### config.mk
export PLATFORM = sky130hd
export DESIGN_NAME = pipe_hazard_ctrl_flat
export DESIGN_NICKNAME = d
export VERILOG_FILES = /design/src/rtl/pipe_pkg.sv /design/src/rtl/pipe_hazard_ctrl_if.sv /design/src/rtl/div_occupancy_fsm.sv /design/src/rtl/pipe_hazard_ctrl.sv /design/src/flat_wrapper.sv
export SDC_FILE = /design/constraint.sdc
export NUM_CORES = 1
export LEC_CHECK = 0
export CAP_MARGIN = 10
export CORE_MARGIN = 10
export CORE_UTILIZATION = 46
export CTS_BUF_LIST = sky130_fd_sc_hd__clkbuf_8
export DETAILED_ROUTE_END_ITERATION = 6
export PLACE_DENSITY = 0.87
export SLEW_MARGIN = 5
export SYNTH_ARGS = -nofsm -noshare
export SYNTH_HDL_FRONTEND = slang
export SYNTH_SLANG_ARGS = --single-unit
### constraint.sdc
create_clock -name clk -period 3.5 [get_ports clk]
set_input_delay 0.7 -clock clk [delete_from_list [all_inputs] [get_ports clk]]
set_output_delay 0.7 -clock clk [all_outputs]
set_load 0.02 [all_outputs]
### src/rtl/pipe_pkg.sv
// Shared definitions for the pipeline hazard controller: divider FSM encoding,
// default divider latency and the hard-wired zero register index.
package pipe_pkg;

    typedef enum logic [1:0] {
        DIV_IDLE = 2'd0,
        DIV_BUSY = 2'd1,
        DIV_DONE = 2'd2
    } div_state_e;

    localparam int unsigned DIV_CYCLES_DEF = 33;
    localparam logic [4:0]  REG_ZERO       = 5'd0;

endpackage

### src/rtl/pipe_hazard_ctrl_if.sv
// Hazard-control bundle: pipeline status into the controller, stall/flush controls out.
interface pipe_hazard_ctrl_if;

    logic [4:0] id_rs;
    logic [4:0] id_rt;
    logic       id_rs_ren;
    logic       id_rt_ren;
    logic       ex_load;
    logic       ex_regwen;
    logic [5:0] ex_wreg;
    logic       ex_div_start;
    logic       dmem_busy;
    logic       exc_flush;

    logic       pc_stall;
    logic       if_id_stall;
    logic       id_ex_stall;
    logic       id_ex_flush;
    logic       ex_mem_stall;
    logic       ex_mem_flush;
    logic       div_busy;
    logic       div_done;

    // Pipeline side: reports stage status, obeys stall/flush.
    modport master (
        output id_rs, id_rt, id_rs_ren, id_rt_ren, ex_load, ex_regwen, ex_wreg,
               ex_div_start, dmem_busy, exc_flush,
        input  pc_stall, if_id_stall, id_ex_stall, id_ex_flush, ex_mem_stall,
               ex_mem_flush, div_busy, div_done
    );

    // Controller side.
    modport slave (
        input  id_rs, id_rt, id_rs_ren, id_rt_ren, ex_load, ex_regwen, ex_wreg,
               ex_div_start, dmem_busy, exc_flush,
        output pc_stall, if_id_stall, id_ex_stall, id_ex_flush, ex_mem_stall,
               ex_mem_flush, div_busy, div_done
    );

endinterface

### src/rtl/div_occupancy_fsm.sv
// Tracks how long a DIV/DIVU occupies EX: start cycle, DIV_CYCLES-2 busy cycles,
// then a single done cycle in which the result is written.
module div_occupancy_fsm
    import pipe_pkg::*;
#(
    parameter int unsigned DIV_CYCLES = DIV_CYCLES_DEF,
    parameter int unsigned CNT_W      = 6
) (
    input  logic clk_i,
    input  logic resetn_i,
    input  logic ex_div_start_i,
    input  logic dmem_busy_i,
    input  logic exc_flush_i,
    output logic div_stall_o,
    output logic div_done_o,
    output logic div_busy_o
);

    localparam logic [CNT_W-1:0] LoadVal = CNT_W'(DIV_CYCLES - 2);

    div_state_e       state_q, state_d;
    logic [CNT_W-1:0] cnt_q, cnt_d;
    logic [CNT_W-1:0] cnt_dec;

    assign cnt_dec = cnt_q - CNT_W'(1);

    always_comb begin
        state_d = state_q;
        cnt_d   = cnt_q;
        if (exc_flush_i) begin
            state_d = DIV_IDLE;
            cnt_d   = '0;
        end else begin
            case (state_q)
                DIV_IDLE: begin
                    if (ex_div_start_i && !dmem_busy_i) begin
                        cnt_d   = LoadVal;
                        // With a two-cycle divider there are no busy cycles at all.
                        state_d = (LoadVal == '0) ? DIV_DONE : DIV_BUSY;
                    end
                end
                DIV_BUSY: begin
                    cnt_d = cnt_dec;
                    if (cnt_dec == '0) begin
                        state_d = DIV_DONE;
                    end
                end
                DIV_DONE: begin
                    state_d = DIV_IDLE;
                end
                default: begin
                    state_d = DIV_IDLE;
                    cnt_d   = '0;
                end
            endcase
        end
    end

    always_ff @(posedge clk_i) begin
        if (!resetn_i) begin
            state_q <= DIV_IDLE;
            cnt_q   <= '0;
        end else begin
            state_q <= state_d;
            cnt_q   <= cnt_d;
        end
    end

    assign div_stall_o = ((state_q == DIV_IDLE) && ex_div_start_i && !dmem_busy_i) ||
                         (state_q == DIV_BUSY);
    assign div_done_o  = (state_q == DIV_DONE) && !exc_flush_i;
    assign div_busy_o  = (state_q != DIV_IDLE);

endmodule

### src/rtl/pipe_hazard_ctrl.sv
// Central stall/flush controller: exception flush > bus wait > divider > load-use.
module pipe_hazard_ctrl
    import pipe_pkg::*;
#(
    parameter int unsigned DIV_CYCLES = DIV_CYCLES_DEF,
    parameter int unsigned CNT_W      = 6
) (
    input  logic               clk,
    input  logic               resetn,
    pipe_hazard_ctrl_if.slave  bus
);

    logic div_stall;
    logic div_done;
    logic div_busy;
    logic mem_stall;
    logic lu_hazard;
    logic rs_match;
    logic rt_match;

    div_occupancy_fsm #(
        .DIV_CYCLES (DIV_CYCLES),
        .CNT_W      (CNT_W)
    ) u_div_fsm (
        .clk_i          (clk),
        .resetn_i       (resetn),
        .ex_div_start_i (bus.ex_div_start),
        .dmem_busy_i    (bus.dmem_busy),
        .exc_flush_i    (bus.exc_flush),
        .div_stall_o    (div_stall),
        .div_done_o     (div_done),
        .div_busy_o     (div_busy)
    );

    assign mem_stall = bus.dmem_busy;
    assign rs_match  = bus.id_rs_ren && (bus.id_rs == bus.ex_wreg[4:0]);
    assign rt_match  = bus.id_rt_ren && (bus.id_rt == bus.ex_wreg[4:0]);

    // Non-GPR targets (bit 5) and $zero never create a dependency.
    assign lu_hazard = bus.ex_load && bus.ex_regwen && !bus.ex_wreg[5] &&
                       (bus.ex_wreg[4:0] != REG_ZERO) && (rs_match || rt_match);

    always_comb begin
        bus.pc_stall     = 1'b0;
        bus.if_id_stall  = 1'b0;
        bus.id_ex_stall  = 1'b0;
        bus.id_ex_flush  = 1'b0;
        bus.ex_mem_stall = 1'b0;
        bus.ex_mem_flush = 1'b0;
        bus.div_busy     = 1'b0;
        bus.div_done     = 1'b0;
        if (resetn) begin
            bus.pc_stall     = !bus.exc_flush && (mem_stall || div_stall || lu_hazard);
            bus.if_id_stall  = !bus.exc_flush && (mem_stall || div_stall || lu_hazard);
            bus.id_ex_stall  = !bus.exc_flush && (mem_stall || div_stall);
            bus.id_ex_flush  = bus.exc_flush || (lu_hazard && !mem_stall && !div_stall);
            bus.ex_mem_stall = !bus.exc_flush && mem_stall;
            // A held EX/MEM must not also take the divider bubble.
            bus.ex_mem_flush = bus.exc_flush || (div_stall && !mem_stall);
            bus.div_busy     = div_busy;
            bus.div_done     = div_done;
        end
    end

endmodule

### src/flat_wrapper.sv
// flat-port wrapper written by rule: the top's interface ports become plain ports
module pipe_hazard_ctrl_flat import pipe_pkg::*;
#(
    parameter int unsigned DIV_CYCLES = DIV_CYCLES_DEF,
    parameter int unsigned CNT_W      = 6
)
  (clk, resetn, bus_id_rs, bus_id_rt, bus_id_rs_ren, bus_id_rt_ren, bus_ex_load, bus_ex_regwen, bus_ex_wreg, bus_ex_div_start, bus_dmem_busy, bus_exc_flush, bus_pc_stall, bus_if_id_stall, bus_id_ex_stall, bus_id_ex_flush, bus_ex_mem_stall, bus_ex_mem_flush, bus_div_busy, bus_div_done);
  pipe_hazard_ctrl_if bus_i ();
  input  logic clk;
  input  logic resetn;
  input wire logic [$bits(bus_i.id_rs)-1:0] bus_id_rs;
  input wire logic [$bits(bus_i.id_rt)-1:0] bus_id_rt;
  input wire logic [$bits(bus_i.id_rs_ren)-1:0] bus_id_rs_ren;
  input wire logic [$bits(bus_i.id_rt_ren)-1:0] bus_id_rt_ren;
  input wire logic [$bits(bus_i.ex_load)-1:0] bus_ex_load;
  input wire logic [$bits(bus_i.ex_regwen)-1:0] bus_ex_regwen;
  input wire logic [$bits(bus_i.ex_wreg)-1:0] bus_ex_wreg;
  input wire logic [$bits(bus_i.ex_div_start)-1:0] bus_ex_div_start;
  input wire logic [$bits(bus_i.dmem_busy)-1:0] bus_dmem_busy;
  input wire logic [$bits(bus_i.exc_flush)-1:0] bus_exc_flush;
  output wire logic [$bits(bus_i.pc_stall)-1:0] bus_pc_stall;
  output wire logic [$bits(bus_i.if_id_stall)-1:0] bus_if_id_stall;
  output wire logic [$bits(bus_i.id_ex_stall)-1:0] bus_id_ex_stall;
  output wire logic [$bits(bus_i.id_ex_flush)-1:0] bus_id_ex_flush;
  output wire logic [$bits(bus_i.ex_mem_stall)-1:0] bus_ex_mem_stall;
  output wire logic [$bits(bus_i.ex_mem_flush)-1:0] bus_ex_mem_flush;
  output wire logic [$bits(bus_i.div_busy)-1:0] bus_div_busy;
  output wire logic [$bits(bus_i.div_done)-1:0] bus_div_done;
  assign bus_i.id_rs = bus_id_rs;
  assign bus_i.id_rt = bus_id_rt;
  assign bus_i.id_rs_ren = bus_id_rs_ren;
  assign bus_i.id_rt_ren = bus_id_rt_ren;
  assign bus_i.ex_load = bus_ex_load;
  assign bus_i.ex_regwen = bus_ex_regwen;
  assign bus_i.ex_wreg = bus_ex_wreg;
  assign bus_i.ex_div_start = bus_ex_div_start;
  assign bus_i.dmem_busy = bus_dmem_busy;
  assign bus_i.exc_flush = bus_exc_flush;
  assign bus_pc_stall = bus_i.pc_stall;
  assign bus_if_id_stall = bus_i.if_id_stall;
  assign bus_id_ex_stall = bus_i.id_ex_stall;
  assign bus_id_ex_flush = bus_i.id_ex_flush;
  assign bus_ex_mem_stall = bus_i.ex_mem_stall;
  assign bus_ex_mem_flush = bus_i.ex_mem_flush;
  assign bus_div_busy = bus_i.div_busy;
  assign bus_div_done = bus_i.div_done;
  pipe_hazard_ctrl #(.DIV_CYCLES(DIV_CYCLES), .CNT_W(CNT_W)) u_core (.clk(clk), .resetn(resetn), .bus(bus_i));
endmodule
==> out/qor.yml <==
die_x_um: 59.9
peakVddDrop_v: 0.000241
grt_pass1_vias: 777
track_usage: 0.135
synth_cells: 86
num_rows: 14
syn_area_per_cell_um2: 8.53
numPortBuffers: 32
fin_crit_ns: 3.29
dpl.hpwl_mm: 1.83
finalWirelength_mm: 2.23
combPwrFrac: 0.311
grt_max_degree: 15
powerDensity_mw_per_mm2: 283
ctsLongestPathBuffers: 2
clock_latency_ns: 0.24
ys_ff_latch: 8
synth_top_family_by_area: "simple AND/OR/NAND/NOR gates"
slowest_stage: "clkdlybuf4s50_1"
fmax_mhz: 304
worstMarginPinSlew_ns: 0.565
p_int_uw: 225
cts_tree: "yes"
worst-path-max-fanout: 3
total_power_uw: 309
post_drt_wl_per_cell_um: 16.6
yosysWarnings: 0
finalClockSkew_ns: 0.00225
die_y_um: 59.9
maxCapViolCount: 0
hold_viol: 0
hp-class: "reg -> reg"
cpPeakStageDelay_ns: 0.63
endpoint_kind: "primary output"
place_congestion: 0.842
dieArea_mm2: 0.00359
rsz0062_at_grt: "no"
crit_family: "buffers and inverters"
clkTransAtPathRegs_ns: 0.04
cpMostUsedCell: "clkdlybuf4s50_1"
final.setup.tns_ns: 0
vias_per_cell: 5.42
slew_viol_final: 0
switching_share: 0.271
synth_top_cell_by_area: "dfxtp_1"
finalSetupViolCount: 0
cp.arrival_ns: 2.59
numClockSinks: 8
firstDrtPassIters: 4
core_mm2: 0.00151
worstPathCellList: "clkdlybuf4s50_1, xor2_1, nor4_1, a32oi_1, o21ai_0, clkdlybuf4s50_1"
syn-num-nets: 113
status: "completed"
drt_iter0_markers: 17
slew_headroom: 0.623
grt_pass1_wl_mm: 3.68
layout-drive-gt1-share: 0.102
synth_area_leaders: "dfxtp_1 (22%), xor2_1 (9.6%), xnor2_1 (4.8%)"
layout.nets: 147
initial_core_util: 0.487
vias: 726
place_ws_ns: 0.142
hold_slack_ns: 0.560
insertedDiodeCount: 0
required_ns: 2.80
synth_xor_area_frac: 0.143
synthMuxAreaShare: 0
ant_nets: 0
root_buffer: "clkbuf_8"
critical_path_class: "in -> out"
cp-start-kind: "input port"
synth.distinct_cells: 39
ctsHoldBuffers: 0
synth_simple_gate_area_frac: 0.334
finalCritPeriodShare: 0.940
ys_seq_area_frac: 0.218
synth.top_cell.area_share: 0.218
p_sw_uw: 83.7
cts_buffers: 3
power_frac_seq: 0.323
p_leak_uw: 0.000444
syn_area_um2: 733
htree_levels: 1
synth_compound_area_frac: 0.198
clkPwrFrac: 0.366
drc: 0
yosys.area_share.adder: 0.0341
critPathBufInv: 2
io-pin-count: 33
grt_overflow_total: 0
area_growth_pct: 49.1
antenna_found_initial: 0
fin_ws_ns: 0.211
==> worst min-delay path, cell delays in order (launching register included) <==
cell     delay (ns)
dfxtp_1        0.36
nand2_1        0.10
a21oi_1        0.06
==> cells by family (layout without fill, tap and decap cells) <==
| family | after synthesis | count (layout) |
|---|---|---|
| xor+xnor | 12 | 12 |
| flops | 8 | 8 |
| buf+inv | 9 | 41 |
| compound gates | 21 | 21 |
| simple gates | 34 | 34 |
| fa+ha+maj | 2 | 2 |
==> synthesized netlist by cell type, drive strengths merged <==
cell	number
or4	1
nor3	3
a32oi	1
a21oi	5
clkbuf	1
and3	1
ha	2
o22ai	1
or3	1
nand2	3
inv	5
o21ai	5
buf	3
or4b	1
nand2b	1
and2b	3
o41ai	1
nor4b	1
xor2	8
nand3b	2
a2bb2oi	2
dfxtp	8
nand3	1
and2	2
nor2	7
xnor2	4
nor3b	4
o311a	1
o21bai	1
nor2b	1
o21a	3
nor4	2
a31oi	1
==> timing repair <==
action	in CTS	in global routing
buffers inserted	0	0
resized for setup	0	2
endpoints found under the setup margin	0	2
==> routing by layer <==
metal / share of wire / GRT usage / vias to the layer above
met1: 0.37 / 0.130 / 329
met4: 0.011 / 0.0481 / 0
met5: 0 / 0 / -
met3: 0.069 / 0.0551 / 2
met2: 0.55 / 0.250 / 22
li1: - / - / 373
==> cell usage in the layout, fill, tap and decap left out, types with 2 or more instances in the layout <==
| cell type | instances |
|---|---|
| clkdlybuf4s50_1 | 30 |
| xor2_1 | 8 |
| dfxtp_1 | 8 |
| nor2_1 | 7 |
| inv_1 | 5 |
| a21oi_1 | 5 |
| o21ai_0 | 5 |
| xnor2_1 | 4 |
| o21a_1 | 3 |
| nand2_1 | 3 |
| nor3b_1 | 3 |
| clkbuf_8 | 3 |
| nor4_1 | 2 |
| nand3b_1 | 2 |
| and2b_1 | 2 |
| a2bb2oi_1 | 2 |
| ha_1 | 2 |
| dlymetal6s2s_1 | 2 |
==> power by group through the flow <==
| stage | Combinational [µW] | Clock (µW) | Sequential, µW |
|---|---|---|---|
| floorplan | 50.4 | 0 | 99.5 |
| global placement | 93.2 | 0 | 101 |
| detailed placement | 95.7 | 0 | 101 |
| CTS | 96.7 | 114 | 99.9 |
| global route | 105 | 119 | 100 |
| finish | 96.1 | 113 | 100 |
==> worst paths after layout <==
kind | slack (ns) | depth (start not counted) | endpoint | start
hold reg to reg | 0.56 | 2 | u_core.u_div_fsm.cnt_q[0] | u_core.u_div_fsm.cnt_q[0]
setup / recovery | 0.21 | 6 | bus_id_ex_flush | bus_ex_wreg[0]
hold / removal | 0.56 | 2 | u_core.u_div_fsm.cnt_q[0] | u_core.u_div_fsm.cnt_q[0]
setup reg to reg | 1.79 | 5 | u_core.u_div_fsm.state_q[0] | u_core.u_div_fsm.cnt_q[0]
==> registers in the layout, summed over array words and instances (netlist names) <==
signal	count
u_core.u_div_fsm.cnt_q	6
u_core.u_div_fsm.state_q	2
==> stage by stage <==
step / area [µm²] / cells / utilization
global route: 1090 / 134 / 0.726
global placement: 1050 / 131 / 0.695
CTS: 1090 / 134 / 0.723
finish: 1090 / 134 / 0.726
floorplan: 733 / 86 / -
detailed placement: 1050 / 131 / 0.695
==> final cells by class <==
type / count / area (µm²)
fillers: 119 / 413
clock buffers: 3 / 41.3
inverters: 5 / 18.8
repair buffers: 33 / 333
flip-flops and latches: 8 / 160
well taps: 16 / 20.0
multi-input cells: 69 / 520
Power figures use the tool's default switching activity.
